--- src/rtl/board_io_pkg.sv ---
// Shared constants and types for the board input conditioner and its users.
package board_io_pkg;

    // 4.19 MHz system clock divided down to a 1 kHz debounce sample tick.
    localparam int TICK_DIV_1KHZ        = 4190;
    localparam int DEFAULT_STABLE_TICKS = 5;
    localparam int DEFAULT_SYNC_STAGES  = 2;

    // Channel index order as seen by the joypad inputs of top.
    typedef enum logic [2:0] {
        JOY_A      = 3'd0,
        JOY_B      = 3'd1,
        JOY_RIGHT  = 3'd2,
        JOY_LEFT   = 3'd3,
        JOY_DOWN   = 3'd4,
        JOY_UP     = 3'd5,
        JOY_SELECT = 3'd6,
        JOY_START  = 3'd7
    } joy_ch_e;

    localparam int JOY_CHANNELS = 8;

    // KEY buttons (SELECT, START) pull the pin low when pressed.
    localparam logic [JOY_CHANNELS-1:0] KEY_ACTIVE_LOW_MASK = 8'b1100_0000;

    // Two debounced levels per channel.
    typedef enum logic {
        DB_STABLE_0 = 1'b0,
        DB_STABLE_1 = 1'b1
    } db_state_e;

    // Prescaler counter width; at least one bit even when TICK_DIV is 1.
    function automatic int pc_width(input int div);
        return (div > 1) ? $clog2(div) : 1;
    endfunction

endpackage

--- src/rtl/debounce_channel.sv ---
// One input channel: synchroniser, polarity fix-up and tick-driven debounce FSM.
//
//  state       | meaning
//  ------------|--------------------------------------------
//  DB_STABLE_0 | debounced level is 0 (released / off)
//  DB_STABLE_1 | debounced level is 1 (pressed / on)
module debounce_channel
    import board_io_pkg::*;
#(
    parameter int   SYNC_STAGES  = DEFAULT_SYNC_STAGES,
    parameter int   STABLE_TICKS = DEFAULT_STABLE_TICKS,
    parameter logic ACTIVE_LOW   = 1'b0
) (
    input  logic clk,
    input  logic rst,
    input  logic raw_in,
    input  logic tick,
    output logic state_out,
    output logic press_pulse,
    output logic release_pulse
);

    localparam int            CW       = $clog2(STABLE_TICKS + 1);
    localparam logic [CW-1:0] CNT_LAST = CW'(STABLE_TICKS - 1);

    logic [SYNC_STAGES-1:0] sync_q;
    logic                   sampled;
    logic                   disagree;
    db_state_e              state_q, state_d;
    logic [CW-1:0]          cnt_q, cnt_d;
    logic                   press_q, press_d;
    logic                   release_q, release_d;

    // Synchroniser shift chain; runs every cycle regardless of enable.
    always_ff @(posedge clk or posedge rst) begin
        if (rst) begin
            sync_q <= '0;
        end else begin
            sync_q <= {sync_q[SYNC_STAGES-2:0], raw_in};
        end
    end

    assign sampled  = sync_q[SYNC_STAGES-1] ^ ACTIVE_LOW;
    assign disagree = sampled != (state_q == DB_STABLE_1);

    // State register: debounced level, run counter and edge pulses.
    always_ff @(posedge clk or posedge rst) begin
        if (rst) begin
            state_q   <= DB_STABLE_0;
            cnt_q     <= '0;
            press_q   <= 1'b0;
            release_q <= 1'b0;
        end else begin
            state_q   <= state_d;
            cnt_q     <= cnt_d;
            press_q   <= press_d;
            release_q <= release_d;
        end
    end

    // Next state: only ticks move the FSM; any agreeing tick restarts the run.
    always_comb begin
        state_d   = state_q;
        cnt_d     = cnt_q;
        press_d   = 1'b0;
        release_d = 1'b0;
        if (tick) begin
            if (!disagree) begin
                cnt_d = '0;
            end else if (cnt_q == CNT_LAST) begin
                cnt_d     = '0;
                state_d   = (state_q == DB_STABLE_1) ? DB_STABLE_0 : DB_STABLE_1;
                press_d   = (state_q == DB_STABLE_0);
                release_d = (state_q == DB_STABLE_1);
            end else begin
                cnt_d = cnt_q + CW'(1);
            end
        end
    end

    // Outputs come straight from flops so level and pulses share one edge.
    always_comb begin
        state_out     = (state_q == DB_STABLE_1);
        press_pulse   = press_q;
        release_pulse = release_q;
    end

endmodule

--- src/rtl/board_input_conditioner.sv ---
// N-channel button/switch conditioner with a shared sample-tick prescaler.
module board_input_conditioner
    import board_io_pkg::*;
#(
    parameter int                  CHANNELS        = JOY_CHANNELS,
    parameter int                  SYNC_STAGES     = DEFAULT_SYNC_STAGES,
    parameter int                  TICK_DIV        = TICK_DIV_1KHZ,
    parameter int                  STABLE_TICKS    = DEFAULT_STABLE_TICKS,
    parameter logic [CHANNELS-1:0] ACTIVE_LOW_MASK = '0
) (
    input  logic                clk,
    input  logic                rst,
    input  logic [CHANNELS-1:0] raw_in,
    input  logic                enable,
    output logic [CHANNELS-1:0] state_out,
    output logic [CHANNELS-1:0] press_pulse,
    output logic [CHANNELS-1:0] release_pulse,
    output logic                changed,
    output logic                tick_out
);

    if (SYNC_STAGES < 2) begin : g_bad_sync
        $error("board_input_conditioner: SYNC_STAGES must be at least 2");
    end
    if (TICK_DIV < 1) begin : g_bad_div
        $error("board_input_conditioner: TICK_DIV must be at least 1");
    end
    if (STABLE_TICKS < 1) begin : g_bad_stable
        $error("board_input_conditioner: STABLE_TICKS must be at least 1");
    end

    localparam int             PCW     = pc_width(TICK_DIV);
    localparam logic [PCW-1:0] PC_LAST = PCW'(TICK_DIV - 1);

    logic [PCW-1:0] pc_q, pc_d;
    logic           tick;

    // Prescaler register; holds its phase while enable is low.
    always_ff @(posedge clk or posedge rst) begin
        if (rst) begin
            pc_q <= '0;
        end else begin
            pc_q <= pc_d;
        end
    end

    // Prescaler next value: 0..TICK_DIV-1 then wrap.
    always_comb begin
        pc_d = pc_q;
        if (enable) begin
            pc_d = (pc_q == PC_LAST) ? '0 : pc_q + PCW'(1);
        end
    end

    // Reset gating keeps tick_out low during reset even when TICK_DIV is 1.
    assign tick     = enable & (pc_q == PC_LAST) & ~rst;
    assign tick_out = tick;

    for (genvar i = 0; i < CHANNELS; i++) begin : g_ch
        debounce_channel #(
            .SYNC_STAGES  (SYNC_STAGES),
            .STABLE_TICKS (STABLE_TICKS),
            .ACTIVE_LOW   (ACTIVE_LOW_MASK[i])
        ) u_ch (
            .clk           (clk),
            .rst           (rst),
            .raw_in        (raw_in[i]),
            .tick          (tick),
            .state_out     (state_out[i]),
            .press_pulse   (press_pulse[i]),
            .release_pulse (release_pulse[i])
        );
    end

    assign changed = |(press_pulse | release_pulse);

endmodule

--- config.mk ---
export PLATFORM = sky130hd
export DESIGN_NAME = board_input_conditioner
export DESIGN_NICKNAME = d
export VERILOG_FILES = /design/src/rtl/board_io_pkg.sv /design/src/rtl/debounce_channel.sv /design/src/rtl/board_input_conditioner.sv
export SDC_FILE = /design/constraint.sdc
export NUM_CORES = 1
export LEC_CHECK = 0
export CAP_MARGIN = 15
export CORE_MARGIN = 2
export CORE_UTILIZATION = 30
export DETAILED_ROUTE_END_ITERATION = 10
export PLACE_DENSITY = 0.56
export SYNTH_ARGS = -nofsm -noshare
export SYNTH_HDL_FRONTEND = slang
export SYNTH_SLANG_ARGS = --single-unit
--- constraint.sdc ---
create_clock -name clk -period 4.8 [get_ports clk]
set_input_delay 1.44 -clock clk [delete_from_list [all_inputs] [get_ports clk]]
set_output_delay 1.44 -clock clk [all_outputs]
set_load 0.05 [all_outputs]
Word level (Yosys, flattened, before mapping)
Index checks and enable logic that the tools add are counted.
Word-level totals
  register bits: 77
  bits of input ports: 11
Cells by class
  $add $sub $neg: 9
  eq/ne operators: 17
  reduce and logical (&&, ||, !) cells: 9
  bitwise operators: 12
  mux-type cells: 73
Operator list (number)
  1-bit two-way mux: 56
  3-bit two-way mux: 16
  3-bit by 1-bit adder with 3-bit output, second input constant: 8
  3-bit equality test, second input constant: 8
  3-bit AND reduction: 8
  13-bit by 1-bit adder with 13-bit output, second input constant: 1
  13-bit equality test, second input constant: 1
  13-bit two-way mux: 1
  1-bit inverter: 9
  1-bit != test: 8
  8-bit bitwise OR: 1
  8-bit OR reduction: 1
  1-bit AND: 2

Longest topological paths before layout
  depth after elaboration: 4
  gate-level depth with buffers: 10

Modules after synthesis
A second synthesis with hierarchy kept.
Second synthesis, totals
  cells, all modules: 296
  area total of the unflattened synthesis: 3474.6 µm²
By module, submodules not included
  debounce_channel: seq. area each 200.2 µm², area an instance 341.6 µm², cells each 28, instances 8
  board_input_conditioner: seq. area each 325.3 µm², area an instance 742.0 µm², cells each 72, instances 1

Worst setup path after synthesis
Ideal clock, no wire load.
  kind: input port to output port
  start point: in enable
  end point: out tick_out
  arrival: 2.781 ns
  required time: 3.360 ns
  path slack: 0.579 ns
  cell stages on the path: 7
  path buffers: 4
  cell sequence: clkbuf_1 > nand4bb_1 > or4_1 > buf_6 > inv_6 > buf_12 > buf_2
Between the ends
  word-level cells in the longest chain between the ends: 2
Ends and longest elaborated chain
  from (decl): RTL line board_input_conditioner.sv:14  | input logic enable,
  1-bit AND (2 in a row): RTL line board_input_conditioner.sv:56  | assign tick = enable & (pc_q == PC_LAST) & ~rst;
  to (decl): RTL line board_input_conditioner.sv:19  | output logic tick_out
Every way passes these cells.

Final worst setup path
  start point: in rst
  end point: out tick_out
Between the ends
  word-level cells in the longest chain between the ends: 2
Ends and longest elaborated chain
  from (decl): RTL line board_input_conditioner.sv:12  | input logic rst,
  1-bit inverter: RTL line board_input_conditioner.sv:56
  1-bit AND: RTL line board_input_conditioner.sv:56
Every way passes these cells.

==> results.yml <==
run_status:
  outcome: "complete, no violations"
routing:
  firstDrtPassIters: 4
  vias_per_cell: 4.66
  drtIter0Drc: 133
  drcViolationCount: 0
  drt-total-wl_mm: 6.51
  wl_per_cell_um: 13.3
  vias: 2289
  postRouteAntennaNets: 0
hold_path:
  hold-path-cell-count: 0
  hold_class: "flip-flop to flip-flop"
clock_tree:
  postCtsHoldBufs: 0
  postCtsSetupBuffers: 0
  clk_latency_ns: 0.34
  cts_tree: "done"
  htreeDepth: 3
  ctsResizeCount: 0
  clock_sinks: 77
  path_clk_slew_ns: 0.06
  cts_buffer_depth: 2
  root_buffer: "clkbuf_16"
  cts_inserted_buffers: 9
cells_and_area:
  drive_gt1_share_pct: 11.6
  area_delta_synth_final_pct: 18.9
  nNetsFinal: 368
  nFillCells: 1183
  num_antenna_cells: 0
floorplan:
  core_area_sq_um: 11900
  start_util_pct: 30.4
  die_area_sq_um: 13000
  rows: 40
  die_h_um: 114
  die_w_um: 114
  io_pins: 37
timing:
  tightest_slew_ns: 0.663
  hold_viol: 0
  finalCritPeriodShare_pct: 89.7
  setup_viol: 0
  tns_ns: 0
  clock.fmax_mhz: 232
  period_needed_ns: 4.31
  fin_skew_ns: 0.00849
  rsz0062_at_grt: "no"
  hold_ws_ns: 0.349
  maxSlewViolCount: 0
  max_slew_margin_pct: 55.4
yosys:
  synth.avg_cell_area_sq_um: 11.4
  synth_ff_type: "dfrtp_1"
  ys_ff_latch: 77
  synth_top_area_cell: "dfrtp_1"
  postSynthCellCount: 318
  synth_top_area_share_pct: 53.2
  synth_edf_count: 0
  synth_nets: 347
  synthArstFlopShare_pct: 100
  ys_warn_count: 0
  ys_seq_area_share_pct: 53.2
  mappedNetlistArea_sq_um: 3620
  synth_area_leaders: "dfrtp_1, ha_1, buf_4"
  ys_types: 39
worst_setup_path:
  max_stage_delay_ns: 0.55
  crit_family: "simple AND/OR/NAND/NOR gates"
  start_kind: "input port"
  cp_cell_sequence: "clkdlybuf4s50_1 -> nand4bb_1 -> or4_1 -> inv_6 -> buf_12"
  cp_max_fo: 2
  cp.arrival_ns: 2.87
  reg2regPathDepth: 8
  reg2reg_slack_ns: 1.86
  crit_buf_inv: 3
  worst_path_max_delay_cell: "or4_1"
  path_class: "input port to output pin"
  crit_path_end_kind: "output pin"
  worstPathRequired_ns: 3.36
  crit_cells: 5
grt:
  grt_pass1_vias: 2219
  grt_max_degree: 49
  track_usage_pct: 11.0
  antenna_found_initial: 0
  gr-total-overflow: 0
  grt_pass1_wl_mm: 10.9
pwr:
  cellLeakagePower_nw: 1.97
  vdd_drop_max_mv: 0.269
  power.density_nw_per_um2: 362
placement:
  io_buffers: 36
  place_congestion: 0.719
  dp_hpwl_mm: 4.47
run:
  maxCapViolations: 0
[cell usage after synthesis, types with 3 or more instances]
master	count
inv_1	20
nand4b_1	7
ha_1	18
dfrtp_1	77
buf_4	24
xor2_1	10
mux2_4	6
nor4_1	6
nor3b_1	24
nand3_2	5
mux2_2	3
a21oi_1	10
nand3_1	24
buf_2	4
nor2_1	5
nand2_1	12
o21ai_0	30
xnor2_1	4
nand4_1	3
[worst reg2reg max path: cells and delay by family (launching register included)]
family	cells	cell delay, ns
and+or+nand+nor	3	1.33
muxes	1	0.30
buffers and inverters	3	0.65
adders and majority gates	1	0.13
DFF	1	0.42
[sequential cells by signal (all words and copies together), names as in the netlist]
signal	count
g_ch.u_ch.press_pulse	8
g_ch.u_ch.release_pulse	8
g_ch.u_ch.cnt_q	24
pc_q	13
g_ch.u_ch.sync_q	16
g_ch.u_ch.state_out	8
[metal layers]
layer | wire length (um) | track usage (%) | vias to the layer above
li1 | - | - | 1128
met1 | 3140 | 14.3 | 1113
met2 | 2950 | 16.4 | 37
met3 | 303 | 4.36 | 11
met4 | 116 | 4.63 | 0
met5 | 0 | 0 | -
[path summary, 6_finish.rpt]
kind,from,to
setup reg to reg,pc_q[1]$_DFFE_PP0P_,g_ch[0].u_ch.state_out$_DFFE_PP0P_
hold / removal,g_ch[2].u_ch.sync_q[0]$_DFF_PP0_,g_ch[2].u_ch.sync_q[1]$_DFF_PP0_
max in group asynchronous,rst,pc_q[5]$_DFFE_PP0P_
setup / recovery,rst,tick_out
min in group asynchronous,rst,pc_q[1]$_DFFE_PP0P_
hold reg to reg,g_ch[2].u_ch.sync_q[0]$_DFF_PP0_,g_ch[2].u_ch.sync_q[1]$_DFF_PP0_
[stage by stage]
step	total power, W	cell area [sq um]	setup WS (ns)	util (%)	instances
final	0.00156	4300	0.492	36.1	491
after global routing	0.00163	4300	0.426	36.1	491
after CTS	0.00158	4300	0.469	36.1	490
after detailed placement	0.000836	3970	0.469	33.4	474
after global placement	0.000832	3970	0.476	33.4	474
after floorplan	0.000799	3620	0.579	-	318
[area by class of cell]
type / count / area (sq um) / area share [%]
Inverter: 21 / 83.8 / 1.95
Clock inverter: 5 / 83.8 / 1.95
Timing Repair Buffer: 42 / 413 / 9.59
Clock buffer: 11 / 243 / 5.64
Multi-Input combinational cell: 188 / 1370 / 31.8
Tap cell: 147 / 184 / 4.27
Sequential cell: 77 / 1930 / 44.8
[placed cells by master, fill, tap and decap left out, types with 3 or more instances in the layout]
| cell | instances |
|---|---|
| a21oi_1 | 10 |
| buf_4 | 5 |
| clkbuf_16 | 9 |
| clkdlybuf4s50_1 | 35 |
| dfrtp_1 | 77 |
| ha_1 | 18 |
| inv_1 | 19 |
| mux2_2 | 3 |
| mux2_4 | 6 |
| nand2_1 | 12 |
| nand3_1 | 24 |
| nand3_2 | 5 |
| nand4_1 | 3 |
| nand4b_1 | 7 |
| nor2_1 | 5 |
| nor3b_1 | 24 |
| nor4_1 | 6 |
| o21ai_0 | 30 |
| xnor2_1 | 4 |
| xor2_1 | 10 |
[power by group]
part,switching (W),internal (W),total [W]
logic,0.0000510,0.0000528,0.000104
clock network,0.000263,0.000470,0.000733
registers,0.0000406,0.000679,0.000720
[cells by family (layout without fill, tap and decap cells)]
kind of cell	count (synthesis)	in the layout	share of synthesized area [%]
and+or+nand+nor	102	102	18.3
DFF	77	77	53.2
buffers and inverters	53	79	8.92
AOI/OAI and AO/OA	45	45	6.57
adders and majority gates	18	18	6.22
xor gates and xnor gates	14	14	3.39
muxes	9	9	3.42
(Power assumes the default switching activity.)
==> RTL edit, RTL diff (config.mk and constraints unchanged) <==
`TICK_DIV_1KHZ`: 4190 -> 2095.
--- a/src/rtl/board_io_pkg.sv
+++ b/src/rtl/board_io_pkg.sv
@@ -4,3 +4,3 @@
     // 4.19 MHz system clock divided down to a 1 kHz debounce sample tick.
-    localparam int TICK_DIV_1KHZ        = 4190;
+    localparam int TICK_DIV_1KHZ        = 2095;
     localparam int DEFAULT_STABLE_TICKS = 5;
Formal check against the unedited RTL: no difference found for any inputs over 10 cycles, from zero or initial values and one cycle with rst high; that may be too few to reach the edited logic, so the function may still have changed.
==> RTL edit against the original RTL <==
The flow now finishes with violations (design-rule violations). Final cell count is 1.4% lower. Core utilization grew 0.90 points. Highest routed layer unchanged. Sequential share of layout area fell by 0.18 points. Area after synthesis is 1.5% lower. Critical path type unchanged. Final area is 0.90% lower. Maximum frequency up 2.3%. Routed wire length fell by 5.4%. Die area shrank 1.5%. Power is 0.91% lower. Critical endpoint unchanged. Largest cell class unchanged. Worst setup slack better by 98 ps. Sequential cell count down 1.
==> RTL edit: results (changes against the original RTL) <==
metric;value;unit;change
final-clk-cell-share;7.63;%;+0.040 points
grt_pass1_vias;2291;;+3.2%
slowest_stage;clkdlybuf4s50_1;;
ys_ff_latch;76;;-1.3%
seq_area;0.00190;mm^2;-1.3%
synth_common_cells;dfrtp_1 (76), buf_4 (25), inv_1 (25);;
cellLeakagePower;1.92;nW;-2.7%
wl_met1;2.75;mm;-12%
multi_input_cells;184;;-2.1%
dp.cells;469;;-1.1%
wire_per_inst;12.7;um;-4.1%
post-cts-setup-buffer-count;0;;unchanged
path_max_fanout;3;;+1
crit_family;simple AND/OR/NAND/NOR gates;;
drive_above_1_share;12.0;%;+0.40 points
skew;7.69;ps;-0.804 ps
buffer_area_share;9.56;%;-0.030 points
final_cells;484;;-1.4%
synthAdderAreaFrac;6.32;%;+0.096 points
wl_met3;263;um;-13%
pre_cts_ws;536;ps;+66.5 ps
reg.largest.list;g_ch.u_ch.cnt_q x24, g_ch.u_ch.sync_q x16, pc_q x12;;
place_hpwl;4.35;mm;-2.6%
multi_input_area;0.00136;mm^2;-0.91%
signal_buffers;41;;-2.4%
inverters;25;;+19%
finalWeightedCongestion;0.747;;+3.9%
nFillCells;1103;;-6.8%
synth_mux_area_share;3.47;%;+0.053 points
synth_nets;343;;-1.2%
synth-xor-area-share;3.69;%;+0.30 points
drt_iter0_markers;106;;-20%
worst_pin_slew;827;ps;+164 ps
ys_seq_area_share;53.4;%;+0.12 points
status;complete, but fails checks;;
stdcell_area;0.00427;mm^2;-0.90%
vias;2243;;-2.0%
synth.area.top_cells;dfrtp_1 (53%), ha_1 (6.3%), buf_4 (5.3%);;
synth_compound_area_share;8.11;%;+1.5 points
slowest_delay;420;ps;-130 ps
firstDrtPassIters;7;;+3
wl_met2;3.02;mm;+2.4%
drc;4;;+4
nNetsFinal;366;;-0.54%
violations;design-rule violations;;
worstPathArrival;2770;ps;-100 ps
worst_ir_drop_vdd;185;uV;-31%
RTL edit: cell count changes after synthesis, moves of 6 or more:
cell      delta
nor3b_1      -8
o21ai_0      -9
a21oi_1      +6
nand4b_1     -6
nor2_1       +6
a41o_1       +6
RTL edit: cells by family after synthesis:
| family | count (synthesis) |
|---|---|
| adders and majority gates | 18 |
| xor gates and xnor gates | 15 |
| and+or+nand+nor | 92 |
| AOI/OAI and AO/OA | 49 |
| DFF | 76 |
| buffers and inverters | 54 |
| muxes | 10 |
RTL edit: layer usage:
layer / vias up / GRT usage (%)
li1: 1103 / -
met1: 1098 / 12.8
met2: 33 / 17.3
met3: 9 / 4.50
met4: 0 / 4.39
met5: - / 0
RTL edit: worst paths after layout:
path,from,end,slack (ps),cells after the start
setup / recovery,rst,tick_out,590,4
hold / removal,g_ch[3].u_ch.sync_q[0]$_DFF_PP0_,g_ch[3].u_ch.sync_q[1]$_DFF_PP0_,350,0
setup reg to reg,pc_q[0]$_DFFE_PP0P_,g_ch[5].u_ch.state_out$_DFFE_PP0P_,2450,7
hold reg to reg,g_ch[3].u_ch.sync_q[0]$_DFF_PP0_,g_ch[3].u_ch.sync_q[1]$_DFF_PP0_,350,0
max in group asynchronous,rst,g_ch[0].u_ch.release_pulse$_DFF_PP0_,2400,3
min in group asynchronous,rst,pc_q[11]$_DFFE_PP0P_,1620,2
RTL edit: power groups by stage:
stage / Sequential, mW / Combinational, mW / Clock [mW]
global route: 0.719 / 0.119 / 0.783
CTS: 0.713 / 0.107 / 0.751
detailed placement: 0.724 / 0.107 / 0
finish: 0.714 / 0.104 / 0.726
global placement: 0.724 / 0.103 / 0
floorplan: 0.715 / 0.0798 / 0
